[src/rtl/fft_pkg.sv]
// Shared constants, FSM encoding and length clamp for the FFT SRAM address sequencer.
package fft_pkg;

  localparam int unsigned FFT_MAX_LOG2 = 9;
  localparam int unsigned FFT_ADDR_W   = FFT_MAX_LOG2;
  localparam int unsigned BF_LAT_DEF   = 3;
  localparam int unsigned LEN_W        = 4;

  typedef enum logic [1:0] {StIdle, StRead, StDrain, StDone} fft_state_e;

  function automatic logic [LEN_W-1:0] clamp_len(input logic [LEN_W-1:0] len,
                                                 input logic [LEN_W-1:0] max_len);
    if (len == '0) begin
      return LEN_W'(1);
    end else if (len > max_len) begin
      return max_len;
    end else begin
      return len;
    end
  endfunction

endpackage

[src/rtl/fft_wr_addr_delay.sv]
// Fixed-latency shift pipe carrying {valid, addr1, addr2} from the read side to the write side.
module fft_wr_addr_delay
  import fft_pkg::*;
#(
  parameter int unsigned ADDR_W = FFT_ADDR_W,
  parameter int unsigned DEPTH  = BF_LAT_DEF
) (
  input  logic              clk,
  input  logic              rst_n,
  input  logic              in_valid,
  input  logic [ADDR_W-1:0] in_addr1,
  input  logic [ADDR_W-1:0] in_addr2,
  output logic              out_valid,
  output logic [ADDR_W-1:0] out_addr1,
  output logic [ADDR_W-1:0] out_addr2
);

  logic [DEPTH-1:0]  valid_q;
  logic [ADDR_W-1:0] addr1_q [DEPTH];
  logic [ADDR_W-1:0] addr2_q [DEPTH];

  always_ff @(posedge clk or negedge rst_n) begin
    if (!rst_n) begin
      valid_q <= '0;
      for (int i = 0; i < int'(DEPTH); i++) begin
        addr1_q[i] <= '0;
        addr2_q[i] <= '0;
      end
    end else begin
      valid_q[0] <= in_valid;
      addr1_q[0] <= in_addr1;
      addr2_q[0] <= in_addr2;
      for (int i = 1; i < int'(DEPTH); i++) begin
        valid_q[i] <= valid_q[i-1];
        addr1_q[i] <= addr1_q[i-1];
        addr2_q[i] <= addr2_q[i-1];
      end
    end
  end

  assign out_valid = valid_q[DEPTH-1];
  assign out_addr1 = addr1_q[DEPTH-1];
  assign out_addr2 = addr2_q[DEPTH-1];

endmodule

[src/rtl/fft_mem_addr_gen.sv]
// Radix-2 DIF in-place address sequencer: butterfly read pairs, twiddle index, delayed write pairs.
module fft_mem_addr_gen
  import fft_pkg::*;
#(
  parameter int unsigned MAX_LOG2 = FFT_MAX_LOG2,
  parameter int unsigned BF_LAT   = BF_LAT_DEF
) (
  input  logic                clk,
  input  logic                rst_n,
  input  logic                start,
  input  logic [3:0]          len_log2,
  output logic                busy,
  output logic                done,
  output logic                rd_en,
  output logic [MAX_LOG2-1:0] rd_addr1,
  output logic [MAX_LOG2-1:0] rd_addr2,
  output logic [MAX_LOG2-2:0] tw_addr,
  output logic                wr_en,
  output logic [MAX_LOG2-1:0] wr_addr1,
  output logic [MAX_LOG2-1:0] wr_addr2,
  output logic [3:0]          stage
);

  localparam int unsigned KW   = MAX_LOG2 - 1;
  localparam int unsigned CntW = $clog2(BF_LAT + 2);

  fft_state_e          state_q, state_d;
  logic [3:0]          stage_q, stage_d;
  logic [3:0]          len_q, len_d;
  logic [KW-1:0]       k_q, k_d;
  logic [CntW-1:0]     cnt_q, cnt_d;
  logic [KW-1:0]       k_last;

  logic                busy_q, done_q, rd_en_q;
  logic [MAX_LOG2-1:0] rd_addr1_q, rd_addr2_q;
  logic [KW-1:0]       tw_addr_q;

  logic                rd_go;
  logic [3:0]          sh;
  logic [MAX_LOG2-1:0] kx, lo_mask, span, a1;
  logic [KW-1:0]       tw_next;

  // Last butterfly index of a stage is N/2-1.
  assign k_last = {KW{1'b1}} >> (LEN_W'(MAX_LOG2) - len_q);

  always_comb begin
    state_d = state_q;
    stage_d = stage_q;
    len_d   = len_q;
    k_d     = k_q;
    cnt_d   = cnt_q;
    unique case (state_q)
      StIdle: begin
        if (start) begin
          len_d   = clamp_len(len_log2, LEN_W'(MAX_LOG2));
          stage_d = '0;
          k_d     = '0;
          state_d = StRead;
        end
      end
      StRead: begin
        if (k_q == k_last) begin
          cnt_d   = '0;
          state_d = StDrain;
        end else begin
          k_d = k_q + 1'b1;
        end
      end
      StDrain: begin
        // Hold off the next stage until the last write of this one has landed.
        if (cnt_q == CntW'(BF_LAT)) begin
          if (stage_q == len_q - 4'd1) begin
            state_d = StDone;
          end else begin
            stage_d = stage_q + 4'd1;
            k_d     = '0;
            state_d = StRead;
          end
        end else begin
          cnt_d = cnt_q + 1'b1;
        end
      end
      StDone: begin
        state_d = StIdle;
      end
      default: begin
        state_d = StIdle;
      end
    endcase
  end

  // Addresses insert a zero at bit (L-1-s) of k: the low bits are j, the high bits the group.
  always_comb begin
    rd_go   = (state_d == StRead);
    sh      = len_d - 4'd1 - stage_d;
    kx      = {1'b0, k_d};
    lo_mask = ~({MAX_LOG2{1'b1}} << sh);
    span    = {{(MAX_LOG2-1){1'b0}}, 1'b1} << sh;
    a1      = ((kx & ~lo_mask) << 1) | (kx & lo_mask);
    tw_next = (k_d & lo_mask[KW-1:0]) << (stage_d + LEN_W'(MAX_LOG2) - len_d);
  end

  always_ff @(posedge clk or negedge rst_n) begin
    if (!rst_n) begin
      state_q    <= StIdle;
      stage_q    <= '0;
      len_q      <= '0;
      k_q        <= '0;
      cnt_q      <= '0;
      busy_q     <= 1'b0;
      done_q     <= 1'b0;
      rd_en_q    <= 1'b0;
      rd_addr1_q <= '0;
      rd_addr2_q <= '0;
      tw_addr_q  <= '0;
    end else begin
      state_q    <= state_d;
      stage_q    <= stage_d;
      len_q      <= len_d;
      k_q        <= k_d;
      cnt_q      <= cnt_d;
      busy_q     <= (state_d != StIdle);
      done_q     <= (state_d == StDone);
      rd_en_q    <= rd_go;
      rd_addr1_q <= rd_go ? a1 : '0;
      rd_addr2_q <= rd_go ? (a1 | span) : '0;
      tw_addr_q  <= rd_go ? tw_next : '0;
    end
  end

  fft_wr_addr_delay #(
    .ADDR_W(MAX_LOG2),
    .DEPTH (BF_LAT)
  ) u_wr_delay (
    .clk      (clk),
    .rst_n    (rst_n),
    .in_valid (rd_en_q),
    .in_addr1 (rd_addr1_q),
    .in_addr2 (rd_addr2_q),
    .out_valid(wr_en),
    .out_addr1(wr_addr1),
    .out_addr2(wr_addr2)
  );

  assign busy     = busy_q;
  assign done     = done_q;
  assign rd_en    = rd_en_q;
  assign rd_addr1 = rd_addr1_q;
  assign rd_addr2 = rd_addr2_q;
  assign tw_addr  = tw_addr_q;
  assign stage    = stage_q;

endmodule
[config.mk]
export PLATFORM = sky130hd
export DESIGN_NAME = fft_mem_addr_gen
export DESIGN_NICKNAME = d
export VERILOG_FILES = /design/src/rtl/fft_pkg.sv /design/src/rtl/fft_wr_addr_delay.sv /design/src/rtl/fft_mem_addr_gen.sv
export SDC_FILE = /design/constraint.sdc
export NUM_CORES = 1
export LEC_CHECK = 0
export CORE_MARGIN = 2
export CORE_UTILIZATION = 50
export DETAILED_ROUTE_END_ITERATION = 10
export MAX_ROUTING_LAYER = met4
export PLACE_DENSITY = 0.73
export SETUP_SLACK_MARGIN = 0.1
export SYNTH_ARGS = -nofsm -noshare
export SYNTH_HDL_FRONTEND = slang
export SYNTH_SLANG_ARGS = --single-unit
[constraint.sdc]
create_clock -name clk -period 5.53 [get_ports clk]
set_input_delay 1.106 -clock clk [delete_from_list [all_inputs] [get_ports clk]]
set_output_delay 1.106 -clock clk [all_outputs]
set_load 0.01 [all_outputs]
==> impl_results.md <==
- Status: complete, no violations
- Max Cap Violations: 0
- First-pass GRT wire length: 15100 um
- Least-Margin Pin Slew: 0.999 ns
- Wire length per cell: 16.2 um
- Worst Setup End Kind: flip-flop
- Syn_nets: 440
- Hold Path End: u_wr_delay.out_addr1[4]
- Endpoints failing hold: 0
- Chip height: 101 um
- Antenna cells: 0
- Global placement routability congestion: 0.909
- Reg2reg end: tw_addr[6]
- Final Cycle Share: 80.6%
- Crit path required time: 5.77 ns
- Leak: 2.56 nW
- Largest delay share family, worst path: compound AO/OA/AOI/OAI gates
- Worst VDD drop: 0.000319 V
- Initial antenna violation count: 0
- Worst-path cell chain: inv_1, ha_1, xnor2_1, nor3_2, a21oi_1, mux2i_1, nor2_1, inv_1, ha_1, a21o_1, a21oi_1, xnor2_2, o21ai_0, nor2b_1, a2111oi_0, a2111oi_1
- Placed inst area: 5230 um2
- P&R area growth vs syn: 16.3%
- Die area: 10200 um2
- Synth warn: 0
- DR vias/cell: 5.59
- Largest stage delay, worst path: 0.55 ns
- Synth unique cells: 64
- CTS tree: yes
- Initial core utilization: 51.1%
- Total CTS buffers: 9
- Buf+Inv Stages, Crit Path: 2
- Post-synthesis sequential area ratio: 57.2%
- Root buf cell: clkbuf_8
- Drc violations: 0
- Async SR Flop Fraction: 100%
- DRT iter0 DRCs: 305
- DRT Pass-1 Iters: 5
- Most common cell after layout, fill and taps aside: dfrtp_1
- Clk sinks: 107
- Count of hold-fix buffers inserted at cts: 0
- Synthesis-stage register bit count: 107
- Post-synth EDFFs: 0
- Worst R2R Path Depth: 16
- CP max FO: 13
- Final setup viols: 0
- Clock Skew: 0.0150 ns
- GRT overflow: 0
- I/O pins: 59
- Largest net degree at the start of global routing: 83
- Startpoint types: flip-flop
- Kind of critical path: reg -> reg
- Pwr Density: 581 nW/um2
- Clk Latency, worst-skew pair: 0.38 ns
- RSZ-0062 raised after global routing: false
- Vias post-DR: 3194
- Antenna Violating Nets Remaining: 0
- Min-Delay Startpoint: u_wr_delay.addr1_q[13]
- Port Buf Inserts: 58
- Deepest clock path buffer count: 2
- Hold Crit Class: reg -> reg
- Design area: 5440 um2
- Post-layout minimum cycle time: 4.46 ns
- Register-to-register setup slack: 1.07 ns
- Fmax: 224 MHz
- Slowest-stage cell, CP: a21oi_1
- Post-Syn Area per Cell: 11.3 um2
- Die width: 101 um
- Row count: 35
- Relative slew slack: 33.4%
- Final wirelength: 9260 um
- Slew Viols, Final: 0
- Post-CTS Setup Inserts: 0
- Nets: 482
- Filler cells: 783
- Hpwl dp: 6550 um
- Cells after Synth: 413
- Synth Flop Type: dfrtp_1
- Mapped cell area: 4680 um2
- Total GRT Usage: 20.0%
- H-Tree Level Count: 3
- Core Region: 9150 um2
- Most frequent cells in the layout: 107 x dfrtp_1, 57 x clkdlybuf4s50_1, 33 x nor2_1
- Layout cell share with drive strength beyond 1: 6.96%
- Clk slew on worst S/H paths: 0.12 ns
- Crit path DAT: 4.70 ns
- Vias in the first global route: 2968
- CTS resizes: 0
- Critical path depth: 16
- Reg-to-reg startpoint: len_q[0]
- Hold path depth: 0
- Setup TNS: 0 ns
## cells in the mapped netlist, drive strengths merged, types with 3 or more instances
library cell	n	area [um2]
a211oi	3	22.5
a21boi	3	22.5
a21oi	20	100
a22oi	3	22.5
a31oi	5	31.3
and2	4	25.0
and3	7	43.8
buf	22	163
clkbuf	8	30.0
dfrtp	107	2680
ha	18	225
inv	24	90.1
mux2i	3	30.0
nand2	32	120
nand2b	9	56.3
nand3	12	65.1
nand3b	4	33.8
nand4	4	25.0
nor2	33	124
nor2b	6	37.5
nor3	8	56.3
nor3b	5	48.8
o21a	6	45.0
o21ai	9	45.0
o21bai	3	22.5
o22ai	4	25.0
or3	3	18.8
xnor2	7	68.8
xor2	6	52.6
## power by group
group | internal, W | total [W] | switching (W)
Sequential | 0.000985 | 0.00110 | 0.000111
Combinational | 0.000615 | 0.00157 | 0.000958
Clock | 0.000185 | 0.000491 | 0.000305
## worst register-to-register path, stage by stage (launching register included)
cell       delay, ns
dfrtp_1         0.45
inv_1           0.09
ha_1            0.31
xnor2_1         0.22
nor3_2          0.09
a21oi_1         0.55
mux2i_1         0.17
nor2_1          0.29
inv_1           0.11
ha_1            0.30
a21o_1          0.18
a21oi_1         0.22
xnor2_2         0.26
o21ai_0         0.28
nor2b_1         0.22
a2111oi_0       0.51
a2111oi_1       0.11
## through the flow
step | hold slack [ns] | setup slack, ns | cells | utilization, % | total power, W
6_report | 0.357 | 1.07 | 571 | 59.5 | 0.00316
5_1_grt | 0.367 | 0.534 | 571 | 59.5 | 0.00339
4_1_cts | 0.359 | 1.13 | 571 | 59.5 | 0.00316
3_5_place_dp | 0.335 | 0.757 | 555 | 57.1 | 0.00267
3_3_place_gp | 0.331 | 0.916 | 555 | 57.1 | 0.00264
2_1_floorplan | 0.331 | 1.57 | 413 | - | 0.00223
## area by class of cell
class / count / area (um2) / area share, %
multi-input combinational: 252 / 1720 / 31.6
clock inverter: 7 / 91.3 / 1.68
inverter: 24 / 90.1 / 1.66
timing repair buffer: 61 / 601 / 11.0
tap: 111 / 139 / 2.55
sequential: 107 / 2680 / 49.2
clock buffer: 9 / 124 / 2.28
## cell families after synthesis
kind of cell,Yosys count,share of synthesized area [%]
xor gates and xnor gates,14,3.10
muxes,5,1.12
AOI/OAI and AO/OA,77,11.2
buffers and inverters,54,6.04
adders and majority gates,20,5.67
DFF,107,57.2
and+or+nand+nor,136,15.7
## worst max-delay path by stage
stage	end	slack, ns	startpoint
final	tw_addr[6]	1.07	len_q[0]
after CTS	tw_addr[6]	1.13	len_q[0]
after global routing	tw_addr[6]	0.53	len_q[0]
after global placement	tw_addr[6]	0.92	start
after detailed placement	tw_addr[6]	0.76	start
after floorplan	tw_addr[6]	1.57	start
## state kept, by name, summed over array words and instances, names as in the netlist
name and flops:
busy 1, cnt_q 3, done 1, k_q 8, len_q 4, rd_addr1 9
rd_addr2 9, rd_en 1, stage 4, state_q 2, tw_addr 8, u_wr_delay.addr1_q 18
u_wr_delay.addr2_q 18, u_wr_delay.out_addr1 9, u_wr_delay.out_addr2 9, u_wr_delay.valid_q 3
## layer usage
metal	global-route usage (%)	vias up	part of all wire, %
met1	27.9	1573	47
met4	6.32	0	1.2
met3	5.34	10	6.2
met2	28.8	120	46
met5	-	-	0
li1	-	1491	-
Note: power is estimated with default switching activity, not from simulation.
